`config.mk`:
```
export PLATFORM = sky130hd
export DESIGN_NAME = lsu_ctrl_flat
export DESIGN_NICKNAME = d
export VERILOG_FILES = /design/src/rtl/lsu_ctrl_if.sv /design/src/rtl/lsu_ctrl.sv /design/src/flat_wrapper.sv
export SDC_FILE = /design/constraint.sdc
export NUM_CORES = 1
export LEC_CHECK = 0
export ABC_AREA = 1
export CAP_MARGIN = 10
export CELL_PAD_IN_SITES_DETAIL_PLACEMENT = 2
export CELL_PAD_IN_SITES_GLOBAL_PLACEMENT = 2
export CORE_MARGIN = 5
export CORE_UTILIZATION = 26
export CTS_CLUSTER_DIAMETER = 60
export DETAILED_ROUTE_END_ITERATION = 16
export MAX_ROUTING_LAYER = met4
export PLACE_DENSITY_LB_ADDON = 0.1
export SETUP_SLACK_MARGIN = 0.5
export SYNTH_ARGS = -nofsm -noshare
export SYNTH_HDL_FRONTEND = slang
export SYNTH_SLANG_ARGS = --single-unit
export TNS_END_PERCENT = 30
```
`constraint.sdc`:
```
create_clock -name Clk -period 8.8 [get_ports Clk]
set_input_delay 1.76 -clock Clk [delete_from_list [all_inputs] [get_ports Clk]]
set_output_delay 1.76 -clock Clk [all_outputs]
set_load 0.01 [all_outputs]
```
`src/rtl/lsu_ctrl_if.sv`:
```
// lsu_ctrl_if: execute-side request, Data_Memory port and writeback response bundle.
interface lsu_ctrl_if;
  logic        Req_Valid;
  logic        Req_Ready;
  logic        Req_Store;
  logic [2:0]  Req_Funct3;
  logic [31:0] Req_Base;
  logic [31:0] Req_Offset;
  logic [31:0] Req_Data;
  logic [4:0]  Req_Rd;
  logic [31:0] Mem_Din;
  logic [31:0] Mem_WR_Addr;
  logic [31:0] Mem_RD_Addr;
  logic [1:0]  Mem_WE;
  logic [2:0]  Mem_RD_Type;
  logic [31:0] Mem_Dout;
  logic        Rsp_Valid;
  logic        Rsp_Ready;
  logic [31:0] Rsp_Data;
  logic [4:0]  Rsp_Rd;
  logic        Rsp_Wb;
  logic [2:0]  Rsp_Exc;
  modport slave (
    input  Req_Valid, Req_Store, Req_Funct3, Req_Base, Req_Offset, Req_Data, Req_Rd,
    input  Mem_Dout, Rsp_Ready,
    output Req_Ready, Mem_Din, Mem_WR_Addr, Mem_RD_Addr, Mem_WE, Mem_RD_Type,
    output Rsp_Valid, Rsp_Data, Rsp_Rd, Rsp_Wb, Rsp_Exc
  );
  modport master (
    output Req_Valid, Req_Store, Req_Funct3, Req_Base, Req_Offset, Req_Data, Req_Rd,
    output Mem_Dout, Rsp_Ready,
    input  Req_Ready, Mem_Din, Mem_WR_Addr, Mem_RD_Addr, Mem_WE, Mem_RD_Type,
    input  Rsp_Valid, Rsp_Data, Rsp_Rd, Rsp_Wb, Rsp_Exc
  );
endinterface

```
`src/rtl/lsu_ctrl.sv`:
```
// lsu_ctrl: RV32I load/store stage; checks, drives Data_Memory, returns extended load data or exception.
module lsu_ctrl #(
  parameter int unsigned MEMORY_SIZE = 1024
) (
  input logic        Clk,
  input logic        Rst_n,
  lsu_ctrl_if.slave  bus
);
  typedef enum logic [2:0] {IDLE, STORE, LD_ISSUE, LD_CAPT, RESP} state_e;
  state_e      state_q;
  logic        ready_q, rsp_valid_q, rsp_wb_q;
  logic [1:0]  we_q, lane_q;
  logic [2:0]  f3_q, rsp_exc_q;
  logic [4:0]  rsp_rd_q;
  logic [31:0] din_q, wr_addr_q, rd_addr_q, rsp_data_q;
  logic [31:0] ea_d, ld_d;
  logic [32:0] end_d;
  logic [1:0]  we_d;
  logic [2:0]  exc_d;
  logic        illegal_d, misal_d, fault_d;
  logic [7:0]  byte_d;
  logic [15:0] half_d;
  always_comb begin
    ea_d      = bus.Req_Base + bus.Req_Offset;
    we_d      = bus.Req_Funct3[1:0] == 2'b00 ? 2'b01 : bus.Req_Funct3[1:0] == 2'b01 ? 2'b10 : 2'b11;
    // 33-bit end address so an EA near 2^32 faults instead of wrapping into range
    end_d     = {1'b0, ea_d} + (we_d == 2'b01 ? 33'd1 : we_d == 2'b10 ? 33'd2 : 33'd4);
    illegal_d = bus.Req_Store ? bus.Req_Funct3 > 3'b010
                              : (bus.Req_Funct3[1:0] == 2'b11 || bus.Req_Funct3 == 3'b110);
    misal_d   = (we_d == 2'b10 && ea_d[0]) || (we_d == 2'b11 && ea_d[1:0] != 2'b00);
    fault_d   = end_d > 33'(MEMORY_SIZE);
    exc_d     = illegal_d ? 3'b100 : misal_d ? (bus.Req_Store ? 3'b010 : 3'b001) : fault_d ? 3'b011 : 3'b000;
    byte_d    = 8'(bus.Mem_Dout >> {lane_q, 3'b000});
    half_d    = lane_q[1] ? bus.Mem_Dout[31:16] : bus.Mem_Dout[15:0];
    ld_d      = f3_q[1] ? bus.Mem_Dout
              : f3_q[0] ? {{16{~f3_q[2] & half_d[15]}}, half_d}
                        : {{24{~f3_q[2] & byte_d[7]}}, byte_d};
  end
  always_ff @(posedge Clk) begin
    if (!Rst_n) begin
      state_q     <= IDLE;
      ready_q     <= 1'b1;
      we_q        <= 2'b00;
      din_q       <= '0;
      wr_addr_q   <= '0;
      rd_addr_q   <= '0;
      lane_q      <= 2'b00;
      f3_q        <= 3'b000;
      rsp_valid_q <= 1'b0;
      rsp_data_q  <= '0;
      rsp_rd_q    <= '0;
      rsp_wb_q    <= 1'b0;
      rsp_exc_q   <= 3'b000;
    end else begin
      case (state_q)
        IDLE: if (bus.Req_Valid) begin
          ready_q  <= 1'b0;
          rsp_rd_q <= bus.Req_Rd;
          lane_q   <= ea_d[1:0];
          f3_q     <= bus.Req_Funct3;
          if (exc_d != 3'b000) begin
            state_q     <= RESP;
            rsp_valid_q <= 1'b1;
            rsp_exc_q   <= exc_d;
            rsp_wb_q    <= 1'b0;
            rsp_data_q  <= '0;
          end else if (bus.Req_Store) begin
            state_q   <= STORE;
            we_q      <= we_d;
            wr_addr_q <= ea_d;
            din_q     <= bus.Req_Data;
          end else begin
            state_q   <= LD_ISSUE;
            rd_addr_q <= {ea_d[31:2], 2'b00};
          end
        end
        STORE: begin
          state_q     <= RESP;
          we_q        <= 2'b00;
          rsp_valid_q <= 1'b1;
          rsp_exc_q   <= 3'b000;
          rsp_wb_q    <= 1'b0;
          rsp_data_q  <= '0;
        end
        LD_ISSUE: state_q <= LD_CAPT;
        LD_CAPT: begin
          state_q     <= RESP;
          rsp_valid_q <= 1'b1;
          rsp_exc_q   <= 3'b000;
          rsp_wb_q    <= 1'b1;
          rsp_data_q  <= ld_d;
        end
        RESP: if (bus.Rsp_Ready) begin
          state_q     <= IDLE;
          rsp_valid_q <= 1'b0;
          ready_q     <= 1'b1;
        end
        default: begin
          state_q <= IDLE;
          ready_q <= 1'b1;
        end
      endcase
    end
  end
  assign bus.Req_Ready   = ready_q;
  assign bus.Mem_Din     = din_q;
  assign bus.Mem_WR_Addr = wr_addr_q;
  assign bus.Mem_RD_Addr = rd_addr_q;
  assign bus.Mem_WE      = we_q;
  assign bus.Mem_RD_Type = 3'b010;
  assign bus.Rsp_Valid   = rsp_valid_q;
  assign bus.Rsp_Data    = rsp_data_q;
  assign bus.Rsp_Rd      = rsp_rd_q;
  assign bus.Rsp_Wb      = rsp_wb_q;
  assign bus.Rsp_Exc     = rsp_exc_q;
endmodule

```
`src/flat_wrapper.sv`:
```
// flat-port wrapper written by rule: the top's interface ports become plain ports
module lsu_ctrl_flat 
#(
  parameter int unsigned MEMORY_SIZE = 1024
)
  (Clk, Rst_n, bus_Req_Valid, bus_Req_Store, bus_Req_Funct3, bus_Req_Base, bus_Req_Offset, bus_Req_Data, bus_Req_Rd, bus_Mem_Dout, bus_Rsp_Ready, bus_Req_Ready, bus_Mem_Din, bus_Mem_WR_Addr, bus_Mem_RD_Addr, bus_Mem_WE, bus_Mem_RD_Type, bus_Rsp_Valid, bus_Rsp_Data, bus_Rsp_Rd, bus_Rsp_Wb, bus_Rsp_Exc);
  lsu_ctrl_if bus_i ();
  input logic Clk;
  input logic Rst_n;
  input wire logic [$bits(bus_i.Req_Valid)-1:0] bus_Req_Valid;
  input wire logic [$bits(bus_i.Req_Store)-1:0] bus_Req_Store;
  input wire logic [$bits(bus_i.Req_Funct3)-1:0] bus_Req_Funct3;
  input wire logic [$bits(bus_i.Req_Base)-1:0] bus_Req_Base;
  input wire logic [$bits(bus_i.Req_Offset)-1:0] bus_Req_Offset;
  input wire logic [$bits(bus_i.Req_Data)-1:0] bus_Req_Data;
  input wire logic [$bits(bus_i.Req_Rd)-1:0] bus_Req_Rd;
  input wire logic [$bits(bus_i.Mem_Dout)-1:0] bus_Mem_Dout;
  input wire logic [$bits(bus_i.Rsp_Ready)-1:0] bus_Rsp_Ready;
  output wire logic [$bits(bus_i.Req_Ready)-1:0] bus_Req_Ready;
  output wire logic [$bits(bus_i.Mem_Din)-1:0] bus_Mem_Din;
  output wire logic [$bits(bus_i.Mem_WR_Addr)-1:0] bus_Mem_WR_Addr;
  output wire logic [$bits(bus_i.Mem_RD_Addr)-1:0] bus_Mem_RD_Addr;
  output wire logic [$bits(bus_i.Mem_WE)-1:0] bus_Mem_WE;
  output wire logic [$bits(bus_i.Mem_RD_Type)-1:0] bus_Mem_RD_Type;
  output wire logic [$bits(bus_i.Rsp_Valid)-1:0] bus_Rsp_Valid;
  output wire logic [$bits(bus_i.Rsp_Data)-1:0] bus_Rsp_Data;
  output wire logic [$bits(bus_i.Rsp_Rd)-1:0] bus_Rsp_Rd;
  output wire logic [$bits(bus_i.Rsp_Wb)-1:0] bus_Rsp_Wb;
  output wire logic [$bits(bus_i.Rsp_Exc)-1:0] bus_Rsp_Exc;
  assign bus_i.Req_Valid = bus_Req_Valid;
  assign bus_i.Req_Store = bus_Req_Store;
  assign bus_i.Req_Funct3 = bus_Req_Funct3;
  assign bus_i.Req_Base = bus_Req_Base;
  assign bus_i.Req_Offset = bus_Req_Offset;
  assign bus_i.Req_Data = bus_Req_Data;
  assign bus_i.Req_Rd = bus_Req_Rd;
  assign bus_i.Mem_Dout = bus_Mem_Dout;
  assign bus_i.Rsp_Ready = bus_Rsp_Ready;
  assign bus_Req_Ready = bus_i.Req_Ready;
  assign bus_Mem_Din = bus_i.Mem_Din;
  assign bus_Mem_WR_Addr = bus_i.Mem_WR_Addr;
  assign bus_Mem_RD_Addr = bus_i.Mem_RD_Addr;
  assign bus_Mem_WE = bus_i.Mem_WE;
  assign bus_Mem_RD_Type = bus_i.Mem_RD_Type;
  assign bus_Rsp_Valid = bus_i.Rsp_Valid;
  assign bus_Rsp_Data = bus_i.Rsp_Data;
  assign bus_Rsp_Rd = bus_i.Rsp_Rd;
  assign bus_Rsp_Wb = bus_i.Rsp_Wb;
  assign bus_Rsp_Exc = bus_i.Rsp_Exc;
  lsu_ctrl #(.MEMORY_SIZE(MEMORY_SIZE)) u_core (.Clk(Clk), .Rst_n(Rst_n), .bus(bus_i));
endmodule
```
# Yosys cells after proc, flatten, opt, wreduce, memory -nomap -nowiden
# Index checks and enable logic that the tools add are counted.
word_totals:
  in_bits: 141
  output_inout_bits: 144
  ff_bits: 147
  elab_cells: 99
classes:
  magnitude_cmp: 2
  eq_ne: 15
  n_mux: 37
  reduce_logical: 23
  add_sub_neg: 2
  bitwise: 6
  n_shift: 1
ops:
  columns: ["operator", "count"]
  rows:
  - ["2-to-1 mux 32 bit", 4]
  - ["case mux 32 bit (3 select lines)", 1]
  - ["adder 32 x 33 -> 33 bit", 1]
  - ["greater-than comparator 33 x 11 -> 1 bit, second input constant", 1]
  - ["2-to-1 mux 33 bit", 1]
  - ["adder 32 bit", 1]
  - ["right shift 32 x 5 -> 8 bit", 1]
  - ["2-to-1 mux 3 bit", 8]
  - ["2-to-1 mux 16 bit", 1]
  - ["AND reduction 4 bit", 4]
  - ["2-to-1 mux 2 bit", 7]
  - ["case mux 3 bit (4 select lines)", 1]
  - ["2-to-1 mux 1 bit", 9]
  - ["case mux 1 bit (3 select lines)", 3]
  - ["AND reduction 3 bit", 3]
  - ["nonzero test 3 bit", 3]
  - ["!= test 2 bit, second input constant", 4]
  - ["equality test 2 bit, second input constant", 3]
  - ["equality test 3 x 2 -> 1 bit, second input constant", 2]
  - ["equality test 3 bit, second input constant", 2]
  - ["case mux 3 bit (2 select lines)", 1]
  - ["nonzero test 2 bit", 3]
  - ["equality test 2 x 1 -> 1 bit, second input constant", 2]
  - ["inverter 1 bit", 4]
  - ["other kinds (12)", 16]

# Longest topological paths before layout
# Gate-level depths: netlist (run 1).
logic_depth:
  depth_word: 15
  mapped_depth: 29
  mapped_depth_nobuf: 28

# Least setup slack after synthesis (run 1)
# Ideal clock, no wire load.
synth_timing:
  kind: "in2reg"
  from: "input port bus_Req_Offset[0]"
  to: "register u_core.din_q[1], in the netlist u_core.bus.Mem_Din[1]"
  stages: 25
  required_time_ns: 8.684
  n_path_buf: 1
  slack_ns: 3.579
  arrival_ns: 5.105
  setup_ns: 0.116
  cell_sequence: "ha_1 > inv_1 > fa_1 > xnor2_1 > ha_1 > nand3_1 > nand2_1 > nand3_1 > nor2_2 > nand2_1 > nor2_1 > nand3_1 > nor2_1 > nand3_1 > nor2_4 > nand2_2 > o21bai_1 > nand3_1 > nor2_4 > nand4_4 > inv_2 > nand2_2 > buf_2 > nor2_1 > nor2_1"
synth_between:
  elab_chain_len: 9
  elab_cells_between_ends: 13
  cone_classes: "2 x add/sub; 1 x order compare; 3 x mux; 1 x bitwise; 6 x reduce/logical"
synth_lines:
  columns: ["item", "line", "source"]
  rows:
  - ["from (decl)", "flat_wrapper.sv:14", "input wire logic [$bits(bus_i.Req_Offset)-1:0] bus_Req_Offset;"]
  - ["adder 32 bit", "lsu_ctrl.sv:24", "ea_d = bus.Req_Base + bus.Req_Offset;"]
  - ["via u_core.ea_d[2]", "lsu_ctrl.sv:16", "logic [31:0] ea_d, ld_d;"]
  - ["adder 32 x 33 -> 33 bit", "lsu_ctrl.sv:27", "end_d = {1'b0, ea_d} + (we_d == 2'b01 ? 33'd1 : we_d == 2'b10 ? 33'd2 : 33'd4);"]
  - ["greater-than comparator 33 x 11 -> 1 bit", "lsu_ctrl.sv:31", "fault_d = end_d > 33'(MEMORY_SIZE);"]
  - ["2-to-1 mux 2 bit", "lsu_ctrl.sv:32", "exc_d = illegal_d ? 3'b100 : misal_d ? (bus.Req_Store ? 3'b010 : 3'b001) : fault_d ? 3'b011 : 3'b000;"]
  - ["2-to-1 mux 3 bit (2 in a row)", "lsu_ctrl.sv:32", null]
  - ["nonzero test 3 bit", "lsu_ctrl.sv:61", "if (exc_d != 3'b000) begin"]
  - ["inverter 1 bit (no source line)", null, null]
  - ["AND reduction 4 bit (no source line)", null, null]
  - ["to (signal assigned)", "lsu_ctrl.sv:71", "din_q <= bus.Req_Data;"]
  - ["to (decl)", "lsu_ctrl.sv:15", "logic [31:0] din_q, wr_addr_q, rd_addr_q, rsp_data_q;"]
# The timed path passes the listed nets, and every way through them passes these cells.
# A chain may end at the register's enable or synchronous reset.

# Worst setup path in the final report (run 1)
layout_timing:
  from: "input port bus_Req_Offset[0]"
  to: "register u_core.wr_addr_q[4], in the netlist u_core.bus.Mem_WR_Addr[4]"
layout_between:
  elab_chain_len: 9
  elab_cells_between_ends: 13
  cone_classes: "2 x add/sub; 1 x order compare; 3 x mux; 1 x bitwise; 6 x reduce/logical"
layout_lines:
  columns: ["item", "line", "source"]
  rows:
  - ["adder 32 bit", "lsu_ctrl.sv:24", null]
  - ["via u_core.ea_d[2]", "lsu_ctrl.sv:16", null]
  - ["adder 32 x 33 -> 33 bit", "lsu_ctrl.sv:27", null]
  - ["greater-than comparator 33 x 11 -> 1 bit", "lsu_ctrl.sv:31", null]
  - ["2-to-1 mux 2 bit", "lsu_ctrl.sv:32", null]
  - ["2-to-1 mux 3 bit (2 in a row)", "lsu_ctrl.sv:32", null]
  - ["nonzero test 3 bit", "lsu_ctrl.sv:61", null]
  - ["inverter 1 bit (no source line)", null, null]
  - ["AND reduction 4 bit (no source line)", null, null]
  - ["to (signal assigned)", "lsu_ctrl.sv:45", "wr_addr_q <= '0;"]
  - ["to (signal assigned)", "lsu_ctrl.sv:70", "wr_addr_q <= ea_d;"]
  - ["to (decl)", "lsu_ctrl.sv:15", null]
# The timed path passes the listed nets, and every way through them passes these cells.

==> out/qor.yml, run 1 <==
status:
  outcome: "finished, final reports clean"
timing:
  setup_viol: 0
  clock.fmax_mhz: 153
  fin_ws_ns: 2.27
  rsz0062_at_grt: "no"
  period_minus_slack_ns: 6.53
  fin_worst_skew_ns: 0.0122
  hold_viol: 0
  fin_setup_tns_ns: 0
  post-route-period-util: 0.742
  timing.hold.ws_ns: 0.446
  maxSlewViolCount: 0
  tightest_slew_ns: 0.980
  max-slew-margin-rel: 0.346
worst_setup_path:
  critical_path_buf_inv_count: 3
  cp_slowest_cell: "nand2_2"
  cp_data_required_time_ns: 9.11
  crit_path_start_kind: "primary input"
  path_max_fanout: 43
  cp-end-kind: "flip-flop"
  cp_top_family: "simple AND/OR/NAND/NOR gates"
  max_stage_delay_ns: 0.53
  arrival_ns: 6.84
  cp_common_cell: "nand3_1"
  path_class: "primary input to flip-flop"
yosys:
  synth_edf_count: 0
  yosysUniqueCellTypes: 43
  synth-main-ff-cell: "dfxtp_1"
  async_reset_ff_frac: 0
  synth_xor_area_frac: 0.00463
  synth_fa_ha_area_frac: 0.0492
  ys_warn_count: 0
  ys_seq_elements: 147
  synth_top_family_by_area: "simple AND/OR/NAND/NOR gates"
  synth.area.mux_share: 0
  synthSimpleGateAreaFrac: 0.397
  syn_area_per_cell_um2: 6.19
  ys_seq_area_frac: 0.311
  synth-compound-area-share: 0.131
  synthCells: 1527
  synth_area_um2: 9450
floorplan:
  rows: 69
  initial_core_util: 0.265
  die-area_um2: 40300
  ios: 285
  core-area_um2: 35700
  die_w_um: 201
  die_h_um: 201
run:
  maxCapViolations: 0
clocking:
  cts-resized-gates: 0
  cts_root_buf: "clkbuf_16"
  cts_made_buffers: 17
  cts_tree: "built"
  cts.sink_count: 147
  clk_pin_slew_ns: 0.06
  ctsHtreeMaxLevel: 4
  ctsHoldBuffers: 0
  cts_buffer_depth: 2
  clk_latency_ns: 0.44
  post-cts-setup-buffers: 0
detailed_routing:
  drt_iter0_drc: 439
  vias_per_cell: 4.81
  drc: 0
  drt_pass1_iterations: 4
  routedWlPerCell_um: 18.0
  vias: 10900
  wl_um: 40700
  ant_nets: 0
grt:
  grt_usage: 0.203
  grt_overflow_total: 0
  antenna_found_initial: 1
  grt_max_degree: 91
  grt_pass1_wl_um: 64500
  grt_pass1_vias: 11800
placed_design:
  io_buffers: 279
  gp_congestion: 0.815
  place_hpwl_um: 32900
  dp_slack_ns: 1.51
finish:
  drive_above_1_share: 0.0440
  final_net_count: 1959
  mostFrequentLayoutCells: "nand2_1, clkdlybuf4s50_1, nor2_1"
  final_common_cell: "nand2_1"
  synthToLayoutAreaGrowth_pct: 40.1
power:
  vdd_drop_max_mv: 0.157
  power_density_nw_per_um2: 180
  leakage_nw: 5.85
worst_hold_path:
  hold_class: "flip-flop to flip-flop"
[tightest hold or removal path: stages (launching register included)]
cell and delay [ns]:
dfxtp_1 0.31, nand2_1 0.06, nor2_1 0.03
[registers in the layout, indices dropped and copies added (netlist names)]
register / cells
u_core.bus.Mem_Din: 32
u_core.bus.Mem_WR_Addr: 32
u_core.bus.Rsp_Data: 32
u_core.bus.Mem_RD_Addr: 30
u_core.bus.Rsp_Rd: 5
u_core.bus.Rsp_Exc: 3
u_core.f3_q: 3
u_core.state_q: 3
u_core.bus.Mem_WE: 2
u_core.lane_q: 2
u_core.bus.Req_Ready: 1
u_core.bus.Rsp_Valid: 1
u_core.bus.Rsp_Wb: 1
[power by group]
group / switching (W) / internal, W / total [W]
registers: 0.0000401 / 0.000708 / 0.000748
logic: 0.000559 / 0.000290 / 0.000849
clock network: 0.000306 / 0.000484 / 0.000790
total: 0.000905 / 0.00148 / 0.00239
[final timing paths]
check	start	to	slack, ns	cells after the start
max	bus_Req_Offset[0]	u_core.bus.Mem_WR_Addr[4]$_SDFFE_PN0P_	2.27	25
min	u_core.bus.Mem_RD_Addr[18]$_SDFFE_PN0P_	u_core.bus.Mem_RD_Addr[18]$_SDFFE_PN0P_	0.45	2
max reg2reg	u_core.f3_q[0]$_SDFFE_PN0P_	u_core.bus.Rsp_Data[23]$_SDFFE_PN0P_	5.78	10
min reg2reg	u_core.bus.Mem_RD_Addr[18]$_SDFFE_PN0P_	u_core.bus.Mem_RD_Addr[18]$_SDFFE_PN0P_	0.45	2
[synth_stat cells, types with 2 or more instances]
cell | number | area share
a211oi_1 | 2 | 0.0016
a21oi_1 | 93 | 0.049
buf_2 | 10 | 0.0053
buf_4 | 6 | 0.0048
buf_6 | 7 | 0.0083
clkbuf_1 | 29 | 0.012
clkinv_1 | 2 | 0.00079
conb_1 | 2 | 0.00079
dfxtp_1 | 147 | 0.31
fa_1 | 2 | 0.0042
ha_1 | 34 | 0.045
inv_1 | 183 | 0.073
inv_2 | 7 | 0.0028
nand2_1 | 456 | 0.18
nand2_2 | 11 | 0.0073
nand3_1 | 90 | 0.048
nand3_2 | 4 | 0.0042
nand3_4 | 2 | 0.0037
nand3b_1 | 6 | 0.0048
nand4_1 | 27 | 0.018
nor2_1 | 228 | 0.091
nor2_2 | 6 | 0.0040
nor2_4 | 6 | 0.0071
nor3_1 | 10 | 0.0053
nor3b_1 | 21 | 0.017
o211ai_1 | 24 | 0.019
o21a_1 | 3 | 0.0024
o21ai_0 | 43 | 0.023
o21ai_1 | 35 | 0.019
o21bai_1 | 4 | 0.0032
o22ai_1 | 7 | 0.0046
o32ai_1 | 6 | 0.0056
xnor2_1 | 3 | 0.0028
xor2_1 | 2 | 0.0019
[metal layers]
| metal | track usage | vias up | routed length, µm |
|---|---|---|---|
| met5 | - | - | 0 |
| met4 | 0.0253 | 0 | 200 |
| met3 | 0.0496 | 11 | 2090 |
| met2 | 0.336 | 186 | 19300 |
| met1 | 0.260 | 5267 | 19200 |
| li1 | - | 5389 | - |
[area by class of cell]
cell class,instances,area (µm²)
inverter,192,721
clock inverter,12,180
fill,4364,22500
clock buffer,20,447
sequential,147,2940
timing repair buffer,285,2850
antenna,1,2.50
tap,461,577
multi-input combinational,1139,5520
[cells by family after synthesis]
logic type | Yosys count
compound gates | 222
xor+xnor | 5
fa+ha+maj | 36
buf+inv | 244
flops | 147
other cells | 2
simple gates | 871
[through the flow]
stage	total power [W]	utilization	std cells	area, µm²
2_1_floorplan	0.00129	-	1530	9470
3_3_place_gp	0.00160	0.352	2223	12600
3_5_place_dp	0.00162	0.352	2223	12600
4_1_cts	0.00242	0.370	2255	13200
5_1_grt	0.00255	0.371	2257	13200
6_report	0.00239	0.371	2257	13200
Note: power is estimated with default switching activity, not from simulation.
==> run 2: changes to the inputs <==
--- a/config.mk
+++ b/config.mk
@@ -10,7 +10,7 @@
 export CELL_PAD_IN_SITES_DETAIL_PLACEMENT = 2
 export CELL_PAD_IN_SITES_GLOBAL_PLACEMENT = 2
 export CORE_MARGIN = 5
-export CORE_UTILIZATION = 26
+export CORE_UTILIZATION = 22
 export CTS_CLUSTER_DIAMETER = 60
 export DETAILED_ROUTE_END_ITERATION = 16
 export MAX_ROUTING_LAYER = met4
==> constraint.sdc (replaced) <==
create_clock -name Clk -period 5.85 [get_ports Clk]
set_input_delay 1.17 -clock Clk [delete_from_list [all_inputs] [get_ports Clk]]
set_output_delay 1.17 -clock Clk [all_outputs]
set_load 0.01 [all_outputs]
==> run 2 against run 1 <==
  * Flip-flop and latch count did not move
  * Sequential power is 51% higher
  * Total power grew 55%
  * Wire length increased by 7.2%
  * First-iteration DRC count fell by 10%
  * Clock skew decreased by 0.0015 ns
  * Combinational power up 76%
  * Highest routed layer unchanged
  * Clock-buffer cell count unchanged
  * Via count grew 1.2%
  * Cell count grew 6.0%
==> out/qor.yml, run 2 (same netlist as run 1, synthesis figures left out) <==
status:
  outcome: "finished, final reports clean"
clocking:
  ctsHtreeMaxLevel: 4
  cts_root_buf: "clkbuf_16"
  clk_pin_slew_ns: 0.06
  cts_tree: "built"
  clk_latency_ns: 0.44
  cts.sink_count: 147
  ctsHoldBuffers: 0
  cts_buffer_depth: 2
  cts_made_buffers: 17
floorplan:
  die_w_um: 217
  die_h_um: 217
  rows: 76
  die-area_um2: 47200
  initial_core_util: 0.221
  ios: 285
  core-area_um2: 42800
worst_setup_path:
  rr_worst_depth: 10
  path_class: "primary input to flip-flop"
  cp_slowest_cell: "fa_2"
  path_max_fanout: 6
  max_stage_delay_ns: 0.61
  cp_common_cell: "nand2_1"
  crit_path_start_kind: "primary input"
  arrival_ns: 5.51
  cp-end-kind: "flip-flop"
  cp_top_family: "buffers and inverters"
  cp_data_required_time_ns: 6.18
  critical_path_depth: 28
  critical_path_buf_inv_count: 9
timing:
  max-slew-margin-rel: 0.251
  rsz0062_at_grt: "no"
  fin_worst_skew_ns: 0.0107
  tightest_slew_ns: 1.12
  maxSlewViolCount: 0
  post-route-period-util: 0.885
  fin_ws_ns: 0.674
  clock.fmax_mhz: 193
  period_minus_slack_ns: 5.18
  hold_viol: 0
  timing.hold.ws_ns: 0.443
  setup_viol: 0
finish:
  mostFrequentLayoutCells: "nand2_1, clkdlybuf4s50_1, nor2_1"
  final_net_count: 2010
  synthToLayoutAreaGrowth_pct: 49.1
  drive_above_1_share: 0.0965
  final_common_cell: "nand2_1"
  design_area_um2: 14100
  finalNonFillerCells: 2392
power:
  switching_power_w: 0.00146
  power_density_nw_per_um2: 263
  seq_power_share: 0.304
  leakage_nw: 6.17
  p_clk_frac: 0.293
  swShare: 0.395
  combinationalPowerShare: 0.403
  finalPower_w: 0.00370
  internal-power_w: 0.00224
  vdd_drop_max_mv: 0.177
detailed_routing:
  ant_nets: 0
  wirelength_met1_um: 19300
  topRoutingLayerUsed: "met4"
  drt_pass1_iterations: 4
  vias: 11000
  wl_um: 43700
  met2_length_um: 22000
  routedWlPerCell_um: 18.3
  dr_wl_met3_um: 1720
  drc: 0
  vias_per_cell: 4.59
  drt_iter0_drc: 395
grt:
  grt_pass1_vias: 11700
  grt_pass1_wl_um: 65500
  antenna_found_initial: 0
  grt_usage: 0.180
  grt_overflow_total: 0
  grt_max_degree: 84
worst_hold_path:
  hold_depth: 2
  hold_class: "flip-flop to flip-flop"
placed_design:
  dpl-instance-area_um2: 12800
  dp_slack_ns: -0.0174
  place_hpwl_um: 34200
  gp_congestion: 0.788
  io_buffers: 279
  dp.cells: 2321
run:
  maxCapViolations: 0
run 2: cell count changes in the layout (fill, tap and decap cells not counted), sizes merged:
cell and delta:
bufinv -3, buf +45, clkinvlp +2, clkbuf +6
dlymetal6s2s +2, clkdlybuf4s50 -2
run 2: worst register-to-register path, cell delays in order (launching register included):
cell     delay (ns)
dfxtp_1        0.37
nor2_1         0.16
inv_1          0.08
nor2_1         0.33
inv_1          0.08
nor2_1         0.85
buf_4          0.30
inv_1          0.24
nor2_1         0.22
nand2_1        0.08
a21oi_1        0.15
run 2: cell type report:
cell class,count,area [µm²]
flip-flops and latches,147,2940
fillers,5170,28700
well taps,546,683
diodes,1,2.50
multi-input cells,1139,5740
clock buffers,20,467
inverters,192,721
repair buffers,336,3430
clock inverters,11,105
run 2: timing repair:
| action | CTS | global route |
|---|---|---|
| pin swaps | 0 | 33 |
| buffers inserted | 0 | 31 |
| endpoints found under the setup margin | 70 | 134 |
| gates resized for setup | 4 | 74 |
| cloned | 0 | 8 |
run 2: routing by layer:
layer | GRT usage | vias to the layer above
li1 | - | 5485
met1 | 0.219 | 5292
met2 | 0.311 | 173
met3 | 0.0362 | 31
met4 | 0.0383 | 0
met5 | - | -
run 2: power by group through the flow:
stage          clock network (W)  registers (W)  logic (W)
6_report                 0.00109        0.00113    0.00149
5_1_grt                  0.00117        0.00114    0.00165
4_1_cts                  0.00112        0.00113    0.00135
3_5_place_dp                   0        0.00115    0.00134
3_3_place_gp                   0        0.00115    0.00132
2_1_floorplan                  0        0.00114   0.000800
run 2: path summary, 6_finish.rpt:
path                                                                 to                               startpoint  slack (ns)
worst max-delay path            u_core.bus.Mem_WR_Addr[20]$_SDFFE_PN0P_                        bus_Req_Offset[1]        0.67
worst max register to register   u_core.bus.Mem_WR_Addr[1]$_SDFFE_PN0P_           u_core.state_q[1]$_SDFFE_PN0P_        2.93
worst min register to register  u_core.bus.Mem_RD_Addr[17]$_SDFFE_PN0P_  u_core.bus.Mem_RD_Addr[17]$_SDFFE_PN0P_        0.44
worst min-delay path            u_core.bus.Mem_RD_Addr[17]$_SDFFE_PN0P_  u_core.bus.Mem_RD_Addr[17]$_SDFFE_PN0P_        0.44
run 2: per-stage QoR:
stage / utilization / setup TNS [ns]
global route: 0.329 / 0
global placement: 0.300 / 0
floorplan: - / 0
CTS: 0.314 / 0
detailed placement: 0.300 / -0.108
finish: 0.329 / 0
